[config.mk]
export PLATFORM = sky130hd
export DESIGN_NAME = pipeline_stall_ctrl
export DESIGN_NICKNAME = d
export VERILOG_FILES = /design/src/rtl/pipeline_stall_ctrl.sv
export SDC_FILE = /design/constraint.sdc
export NUM_CORES = 1
export LEC_CHECK = 0
export CORE_MARGIN = 2
export CORE_UTILIZATION = 50
export CTS_CLUSTER_SIZE = 10
export DETAILED_ROUTE_END_ITERATION = 8
export DONT_BUFFER_PORTS = 1
export PLACE_DENSITY = 0.68
export REMOVE_ABC_BUFFERS = 1
export SETUP_SLACK_MARGIN = 0.15
export SYNTH_ARGS = -nofsm -noshare
export SYNTH_HDL_FRONTEND = slang
export SYNTH_SLANG_ARGS = --single-unit
[constraint.sdc]
create_clock -name clk -period 1.9 [get_ports clk]
set_input_delay 0.57 -clock clk [delete_from_list [all_inputs] [get_ports clk]]
set_output_delay 0.57 -clock clk [all_outputs]
set_load 0.03 [all_outputs]
[src/rtl/pipeline_stall_ctrl.sv]
// rtl/pipeline_stall_ctrl.sv - pipeline freeze/bubble controller with saturating frozen-cycle counter
module pipeline_stall_ctrl #(
    parameter int unsigned MEM_EXTRA_CYCLES = 2
) (
    input  logic        clk,
    input  logic        rst,
    input  logic        En,
    input  logic        Stall,
    input  logic        Flush_Req,
    input  logic        Mem_Multi,
    output logic        PC_Write,
    output logic        IFID_Write,
    output logic        IFID_Flush,
    output logic        IDEX_Write,
    output logic        IDEX_Bubble,
    output logic        EXMEM_Write,
    output logic        MEMWB_Bubble,
    output logic [1:0]  Ctrl_State,
    output logic [15:0] Stall_Count
);

    typedef enum logic [1:0] {
        ST_RUN        = 2'd0,
        ST_LOAD_STALL = 2'd1,
        ST_MEM_HOLD   = 2'd2
    } state_t;

    // Frozen cycles still owed after the cycle that accepts a Mem_Multi request.
    localparam logic [2:0] HOLD_LOAD = 3'(MEM_EXTRA_CYCLES - 1);

    state_t      state_q, state_d;
    logic [2:0]  hold_cnt_q, hold_cnt_d;
    logic [15:0] stall_count_q, stall_count_d;

    // Next-state, hold counter and Mealy stage controls from registered state and live requests.
    always_comb begin
        state_d      = state_q;
        hold_cnt_d   = hold_cnt_q;
        PC_Write     = 1'b1;
        IFID_Write   = 1'b1;
        IFID_Flush   = 1'b0;
        IDEX_Write   = 1'b1;
        IDEX_Bubble  = 1'b0;
        EXMEM_Write  = 1'b1;
        MEMWB_Bubble = 1'b0;

        case (state_q)
            ST_RUN, ST_LOAD_STALL: begin
                if (Mem_Multi) begin
                    PC_Write     = 1'b0;
                    IFID_Write   = 1'b0;
                    IDEX_Write   = 1'b0;
                    EXMEM_Write  = 1'b0;
                    MEMWB_Bubble = 1'b1;
                    if (MEM_EXTRA_CYCLES == 1) begin
                        state_d = ST_RUN;
                    end else begin
                        hold_cnt_d = HOLD_LOAD;
                        state_d    = ST_MEM_HOLD;
                    end
                end else if (Flush_Req) begin
                    // Branch wins over a same-cycle load-use stall; the stalled op is squashed anyway.
                    IFID_Flush  = 1'b1;
                    IDEX_Bubble = 1'b1;
                    state_d     = ST_RUN;
                end else if (Stall && En && (state_q == ST_RUN)) begin
                    // Only RUN may bubble, so a level Stall yields exactly one bubble per hazard.
                    PC_Write    = 1'b0;
                    IFID_Write  = 1'b0;
                    IDEX_Bubble = 1'b1;
                    state_d     = ST_LOAD_STALL;
                end else begin
                    state_d = ST_RUN;
                end
            end
            ST_MEM_HOLD: begin
                // EX is frozen, so a pending flush simply waits until RUN.
                PC_Write     = 1'b0;
                IFID_Write   = 1'b0;
                IDEX_Write   = 1'b0;
                EXMEM_Write  = 1'b0;
                MEMWB_Bubble = 1'b1;
                if (hold_cnt_q <= 3'd1) begin
                    hold_cnt_d = 3'd0;
                    state_d    = ST_RUN;
                end else begin
                    hold_cnt_d = hold_cnt_q - 3'd1;
                end
            end
            default: begin
                state_d    = ST_RUN;
                hold_cnt_d = 3'd0;
            end
        endcase

        // Reset freezes every stage and loads NOPs everywhere.
        if (rst) begin
            PC_Write     = 1'b0;
            IFID_Write   = 1'b0;
            IFID_Flush   = 1'b1;
            IDEX_Write   = 1'b0;
            IDEX_Bubble  = 1'b1;
            EXMEM_Write  = 1'b0;
            MEMWB_Bubble = 1'b1;
        end

        stall_count_d = stall_count_q;
        if (!PC_Write && (stall_count_q != 16'hFFFF)) begin
            stall_count_d = stall_count_q + 16'd1;
        end
    end

    // State, hold counter and debug counter registers with synchronous reset.
    always_ff @(posedge clk) begin
        if (rst) begin
            state_q       <= ST_RUN;
            hold_cnt_q    <= 3'd0;
            stall_count_q <= 16'd0;
        end else begin
            state_q       <= state_d;
            hold_cnt_q    <= hold_cnt_d;
            stall_count_q <= stall_count_d;
        end
    end

    assign Ctrl_State  = state_q;
    assign Stall_Count = stall_count_q;

endmodule

-- After elaboration in Yosys (flattened, before gate mapping)
Cells that the tools add are included.
- flip-flop bits (word level): 21
- bits of input ports: 6
- logic and storage cells: 45
- add/sub/neg operators: 2
- order comparisons: 1
- equality and inequality tests: 5
- multiplexer cells: 28
- reduce and logical (&&, ||, !) cells: 6
- operators by type and width (operator ; number):
    2-to-1 mux 1 bit ; 19
    adder 16 x 1 -> 16 bit (second input constant) ; 1
    != test 16 bit (second input constant) ; 1
    2-to-1 mux 3 bit ; 2
    one-hot mux 1 bit (2 select lines) ; 3
    one-hot mux 3 bit (2 select lines) ; 1
    2-to-1 mux 2 bit ; 2
    != test 2 bit (second input constant) ; 2
    one-hot mux 2 bit (2 select lines) ; 1
    less-or-equal comparator 3 x 1 -> 1 bit (second input constant) ; 1
    logical AND 1 bit ; 3
    subtractor 3 x 1 -> 3 bit (second input constant) ; 1
    equality test 2 x 1 -> 1 bit (second input constant) ; 1
    equality test 2 bit (second input constant) ; 1
    zero test 2 bit ; 1
    OR reduction 2 bit ; 1
    zero test 1 bit ; 1

-- Depth between registers and ports, before layout
Gate-level depths: netlist of the first run.
- depth in word-level cells: 9
- depth in mapped cells: 8

-- Worst setup path before layout of the first run
OpenSTA, ideal clock, no wires.
- kind: reg-to-output
- start point: reg state_q[1], in the netlist Ctrl_State[1]
- end point: out PC_Write
- arrival time: 1.944 ns
- slack: -0.614 ns
- stages on the path, launching flop included: 8
- path buffers: 3
- path through: dfxtp_1 buf_6 and2b_1 nor3_2 nand2_2 inv_2 buf_6 buf_4
- cells in the longest elaborated chain, start to end: 7
- ends and longest elaborated chain (element ; line ; RTL):
    from (decl) ; 31 ; state_t state_q, state_d;
    from (signal assigned) ; 120 ; state_q <= state_d;
    zero test 2 bit ; - ;
    logical AND 1 bit ; 66 ; end else if (Stall && En && (state_q == ST_RUN)) begin
    2-to-1 mux 1 bit (3 in a row) ; - ;
    one-hot mux 1 bit (2 select lines) (*) ; - ;
    2-to-1 mux 1 bit (*) ; - ;
    to (decl) ; 11 ; output logic PC_Write,
Every way passes the cells marked *; elsewhere a longest branch is shown, timed or not.

-- Worst setup path in the final report of the first run
- start point: reg state_q[1], in the netlist Ctrl_State[1]
- end point: out MEMWB_Bubble
- cells in the longest elaborated chain, start to end: 4
- ends and longest elaborated chain (element ; line ; RTL):
    equality test 2 x 1 -> 1 bit or zero test 2 bit (tied branches) ; 47 ; case (state_q)
    OR reduction 2 bit ; 47 ;
    one-hot mux 1 bit (2 select lines) (*) ; 47 ;
    2-to-1 mux 1 bit (*) ; 97 ; if (rst) begin
    to (decl) ; 17 ; output logic MEMWB_Bubble,
Marked as above.

==> impl_metrics.ini, run 1 <==
[placement]
place_congestion = 0.758
io_buffer_count = 0
place_hpwl_mm = 2.17
place_inst = 192
place_area_um2 = 1420

[sta]
tns_ns = -1.09
hold_viol_final = 0
finClkSkew_ns = 0.0119
finalCritPeriodShare_pct = 110
grt_setup_unrepaired = yes
slew_violations = 0
maxSlewHeadroom_pct = 74.6
setup_viol = 11
tightest_slew_ns = 0.377
fmax_mhz = 479
fin_ws_ns = -0.187
timing.hold.ws_ns = 0.297
post-route-min-period_ns = 2.09

[route]
totalWireLength_mm = 4.02
vias = 1301
drt-initial-drc-count = 25
drc = 0
drtAntennaViolNets = 0
first_pass_iters = 4
avgViaCountPerCell = 6.00
wl_per_cell_um = 18.5

[power_and_ir_drop]
leakagePower_nw = 0.740
ir_drop_v = 0.000488
finalPower_w = 0.000964
p_int_w = 0.000663
clockPowerShare_pct = 23.9
swShare_pct = 31.2
p_comb_share_pct = 27.2
power_switching_w = 0.000301
p_seq_share_pct = 49.0
power_density_nw_per_um2 = 508

[synthesis]
synth-edff-count = 0
ys.flop_type = dfxtp_1
async_flop_share_pct = 0
syn_area_per_cell_um2 = 8.46
seq_area_frac_synth_pct = 35.7
syn_inst = 139
synth-seq-cells = 21
syn_area_um2 = 1180
yosys_warnings = 0
yosys.cell_types.count = 43

[clock_tree]
clock-sinks = 21
cts_tree = yes
cts_buffer_depth = 2
cts_max_level = 1
cts-hold-fix-buffers = 0
root_buffer = clkbuf_4
cts_buffers = 3
clk_latency_ns = 0.32
cts.clk_slew.worst_paths_ns = 0.13

[cells_and_area]
seqCellArea_um2 = 433
drive_gt1_share_pct = 55.0
final_area_um2 = 1900
fill_cells = 112
layout_commonest_cell = buf_4
final_cell_mix = 36 x buf_4, 14 x nor2_1, 14 x buf_6, 13 x dfxtp_1
diodes = 0
multi_input_area_um2 = 896
final_cells = 217
area_growth_pct = 61.3
finalNetCount = 199

[floorplanning]
dieWidth_um = 52.5
die_area_um2 = 2760
die-height_um = 52.5
ios = 31
initial_core_util_pct = 53.2
core_area_um2 = 2210
rows = 17

[job]
drv_cap = 0

[worst_setup_path]
critPathCapture = MEMWB_Bubble
arrival_ns = 1.52
rr_endpoint = Stall_Count[5]
path_max_fanout = 7
critPathLaunch = Ctrl_State[1]
worst-r2r-setup-slack_ns = -0.06
startpoint_type = register
timing.rr.start = Ctrl_State[0]
worstSetupEndpointType = primary output
path_class = register to primary output
worstPathRequired_ns = 1.33
reg2regPathDepth = 8

[global_route]
grt_max_degree = 29
antenna_found_initial = 0
grt_pass1_vias = 1302
grt_pass1_wl_mm = 5.78
grt_util_all_layers_pct = 28.9
overflow = 0

[hold_path]
hold_path.class = input pin to register

[run_status]
violations = negative setup slack
status = finished, violations left
==> synth_stat cells (2+ instances only) <==
library cell  instances  area [µm²]
or4_1                 5        37.5
nand2_1               7        26.3
nand4_1               3        18.8
inv_1                 5        18.8
nor4_1                5        31.3
nor2b_1               6        37.5
dfxtp_1              21         420
buf_4                 2        15.0
mux2_2                3        33.8
nand3_1               6        30.0
a21oi_1              11        55.1
buf_6                 2        22.5
buf_1                 2        7.51
o21ai_0               4        20.0
nor3_1                5        25.0
o31ai_1               7        52.6
ha_1                  3        37.5
a21o_1                2        15.0
or3_1                 2        12.5
nor2_1               15        56.3
==> repair_timing <==
item,CTS,global route
resized for setup,39,32
pin swaps,26,9
hold endpoints to repair,0,0
setup buffers,12,8
endpoints found under the setup margin,21,23
cloned,1,0
==> registers in the layout, indices dropped and copies added, names as in the netlist <==
register	cells
Stall_Count	16
hold_cnt_q	3
Ctrl_State	2
==> power groups by stage <==
stage	Sequential, W	Combinational, W	Clock [W]
after floorplan	0.000496	0.0000845	0
after global placement	0.000473	0.000165	0
after detailed placement	0.000474	0.000169	0
after CTS	0.000464	0.000222	0.000237
after global routing	0.000473	0.000281	0.000250
final	0.000472	0.000262	0.000230
==> metal layers <==
layer  part of all wire [%]  up-vias  track usage (%)  routed length, µm
met5                      0        -                0                  0
met4                    2.8        0             13.7                112
met3                    5.9       14             4.00                239
met2                     51       56             52.5               2060
met1                     40      621             32.6               1610
li1                       -      610                -                  -
==> kinds of logic after synthesis <==
group,synth area share [%]
flip-flops,35.7
AO/OA/AOI/OAI,16.4
XOR/XNOR,0.745
adder cells (fa/ha/maj),3.19
AND/OR/NAND/NOR,32.8
multiplexers,4.68
buffers and inverters,6.49
==> per-stage QoR <==
stage,util [%],worst slack [ns]
final,85.7,-0.187
after global routing,85.7,-0.245
after floorplan,-,-0.833
after CTS,77.3,-0.160
after detailed placement,64.1,-0.131
after global placement,64.1,-0.101
==> worst max-delay path, stage by stage (launching register included) <==
cell and delay, ns:
dfxtp_4 0.40, and2b_1 0.22, nor3_4 0.23, buf_6 0.15, inv_1 0.05, buf_4 0.16
==> cell type report <==
class,instances,area share (%)
clock buffer,3,1.19
clock inverter,1,0.264
inverter,6,1.45
multi-input combinational,105,47.2
sequential,21,22.8
tap,28,1.85
timing repair buffer,53,25.2
==> how the worst min path moves through the flow <==
stage | start | endpoint | slack [ns] | cells after the start
2_1_floorplan | hold_cnt_q[2] | hold_cnt_q[2] | 0.45 | 2
3_3_place_gp | hold_cnt_q[2] | hold_cnt_q[2] | 0.46 | 2
3_5_place_dp | hold_cnt_q[2] | hold_cnt_q[2] | 0.47 | 2
4_1_cts | Mem_Multi | Ctrl_State[0] | 0.29 | 1
5_1_grt | rst | Stall_Count[9] | 0.28 | 1
6_report | rst | Stall_Count[9] | 0.30 | 1
Power figures use the tool's default switching activity.
==> run 2: changes to the inputs <==
--- a/config.mk
+++ b/config.mk
@@ -10,7 +10,6 @@
 export CTS_CLUSTER_SIZE = 10
 export DETAILED_ROUTE_END_ITERATION = 8
 export DONT_BUFFER_PORTS = 1
-export PLACE_DENSITY = 0.68
 export REMOVE_ABC_BUFFERS = 1
 export SETUP_SLACK_MARGIN = 0.15
 export SYNTH_ARGS = -nofsm -noshare
==> constraint.sdc (replaced) <==
create_clock -name clk -period 2.12 [get_ports clk]
set_input_delay 0.636 -clock clk [delete_from_list [all_inputs] [get_ports clk]]
set_output_delay 0.636 -clock clk [all_outputs]
set_load 0.03 [all_outputs]
==> run 2 against run 1 <==
  * The flow still finishes with violations (negative setup slack)
  * Register-to-register slack improved by 0.21 ns
  * Critical path type unchanged
  * Critical endpoint unchanged
  * Non-clock buffer count fell by 16
  * Utilization fell by 14 points
  * Via count fell by 11%
  * Clock-buffer cell count did not move
  * Global-route usage fell by 4.6 points
  * Highest routed layer unchanged
  * First-iteration DRC count fell by 24%
  * Cell count fell by 7.8%
  * Clock power fell by 13%
==> impl_metrics.ini, run 2 (synthesis results as in run 1) <==
[run_status]
status = finished, violations left
violations = negative setup slack

[clock_tree]
cts_buffers = 3
cts_buffer_depth = 2
clk_latency_ns = 0.31
cts_max_level = 1
cts.clk_slew.worst_paths_ns = 0.12
clock-sinks = 21
cts_tree = yes
root_buffer = clkbuf_4

[power_and_ir_drop]
ir_drop_v = 0.000298
leakagePower_nw = 0.609
power_density_nw_per_um2 = 504
finalPower_w = 0.000799

[sta]
fmax_mhz = 467
slew_violations = 0
grt_setup_unrepaired = yes
tightest_slew_ns = 0.410
tns_ns = -0.0199
fin_ws_ns = -0.0199
maxSlewHeadroom_pct = 72.3
hold_viol_final = 0
finalCritPeriodShare_pct = 101
post-route-min-period_ns = 2.14
setup_viol = 1
finClkSkew_ns = 0.00448

[worst_setup_path]
path_depth = 4
reg2regPathDepth = 8
worstPathRequired_ns = 1.48
path_cells = and2b_2 -> nor3_4 -> buf_6 -> clkinvlp_4
cpMaxStageDelayCell = dfxtp_4
path_max_fanout = 4
path_class = register to primary output
arrival_ns = 1.50
startpoint_type = register
worstSetupEndpointType = primary output
path_buf_inv = 2
cpPeakStageDelay_ns = 0.38
critical-path-top-delay-family = simple AND/OR/NAND/NOR gates

[job]
drv_cap = 0

[route]
avgViaCountPerCell = 5.81
drc = 0
drtAntennaViolNets = 0
wl_per_cell_um = 15.4
drt-initial-drc-count = 19
totalWireLength_mm = 3.07
first_pass_iters = 4
vias = 1161

[cells_and_area]
drive_gt1_share_pct = 40.7
final_cells = 200
final_cell_mix = 30 x buf_4, 19 x dfxtp_1, 14 x nor2_1, 8 x a21oi_1
layout_commonest_cell = buf_4
largest_register_ffs = 16
diodes = 0
fin_util_pct = 71.6
finalNetCount = 182
area_growth_pct = 34.7
fill_cells = 193

[placement]
place_hpwl_mm = 2.15
io_buffer_count = 0
place_congestion = 0.753
place_inst = 186
preCtsSetupSlack_ns = -0.00310

[floorplanning]
die_area_um2 = 2760
core_area_um2 = 2210
dieWidth_um = 52.5
rows = 17
initial_core_util_pct = 53.2
die-height_um = 52.5
ios = 31

[global_route]
grt_util_all_layers_pct = 24.2
grt_max_degree = 29
antenna_found_initial = 0
grt_pass1_vias = 1120
grt_pass1_wl_mm = 4.95
overflow = 0

[hold_path]
worst_hold_path.num_cells = 1
hold_path.class = input pin to register
run 2: cell count changes in the layout (fill, tap and decap cells not counted), sizes merged:
| cell | previous run | this run |
|---|---|---|
| and2 | 2 | 1 |
| buf | 53 | 37 |
| clkinv | 1 | 2 |
| clkinvlp | 0 | 1 |
| inv | 6 | 4 |
run 2: where the power goes:
part	internal (W)	switching (W)	total [W]
clock network	0.0000706	0.000130	0.000201
logic	0.0000825	0.0000997	0.000182
registers	0.000406	0.00000929	0.000415
run 2: metrics by stage:
stage,hold slack (ns),area [µm²]
CTS,0.363,1490
global placement,0.460,1370
floorplan,0.448,1120
global route,0.347,1580
finish,0.364,1580
detailed placement,0.474,1370
run 2: area by class of cell:
cell class,instances,area [µm²],share of cell area (%)
Clock buffer,3,22.5,1.42
Clock inverter,1,5.00,0.316
Inverter,6,31.3,1.97
Multi-Input combinational cell,104,748,47.2
Sequential cell,21,425,26.9
Tap cell,28,35.0,2.21
Timing Repair Buffer,37,317,20.0
run 2: what timing repair did:
item / CTS / global route
hold buffers: 0 / 0
pin swaps: 4 / 10
resized for setup: 15 / 16
endpoints found under the hold margin: 0 / 0
endpoints found under the setup margin: 8 / 15
setup buffers: 6 / 4
gates cloned: 0 / 0
run 2: layer usage:
metal,vias to the layer above,wire length (µm),GRT usage [%]
met3,4,154,5.43
met2,21,1610,42.1
met4,0,34,8.97
met5,-,0,0
met1,559,1270,28.9
li1,577,-,-
run 2: worst paths after layout:
kind,from,endpoint,slack (ns)
worst max-delay path,Ctrl_State[1],MEMWB_Bubble,-0.02
worst min-delay path,rst,Stall_Count[5],0.36
worst max register to register,Ctrl_State[0],Stall_Count[5],0.15
worst min register to register,hold_cnt_q[2],hold_cnt_q[2],0.49
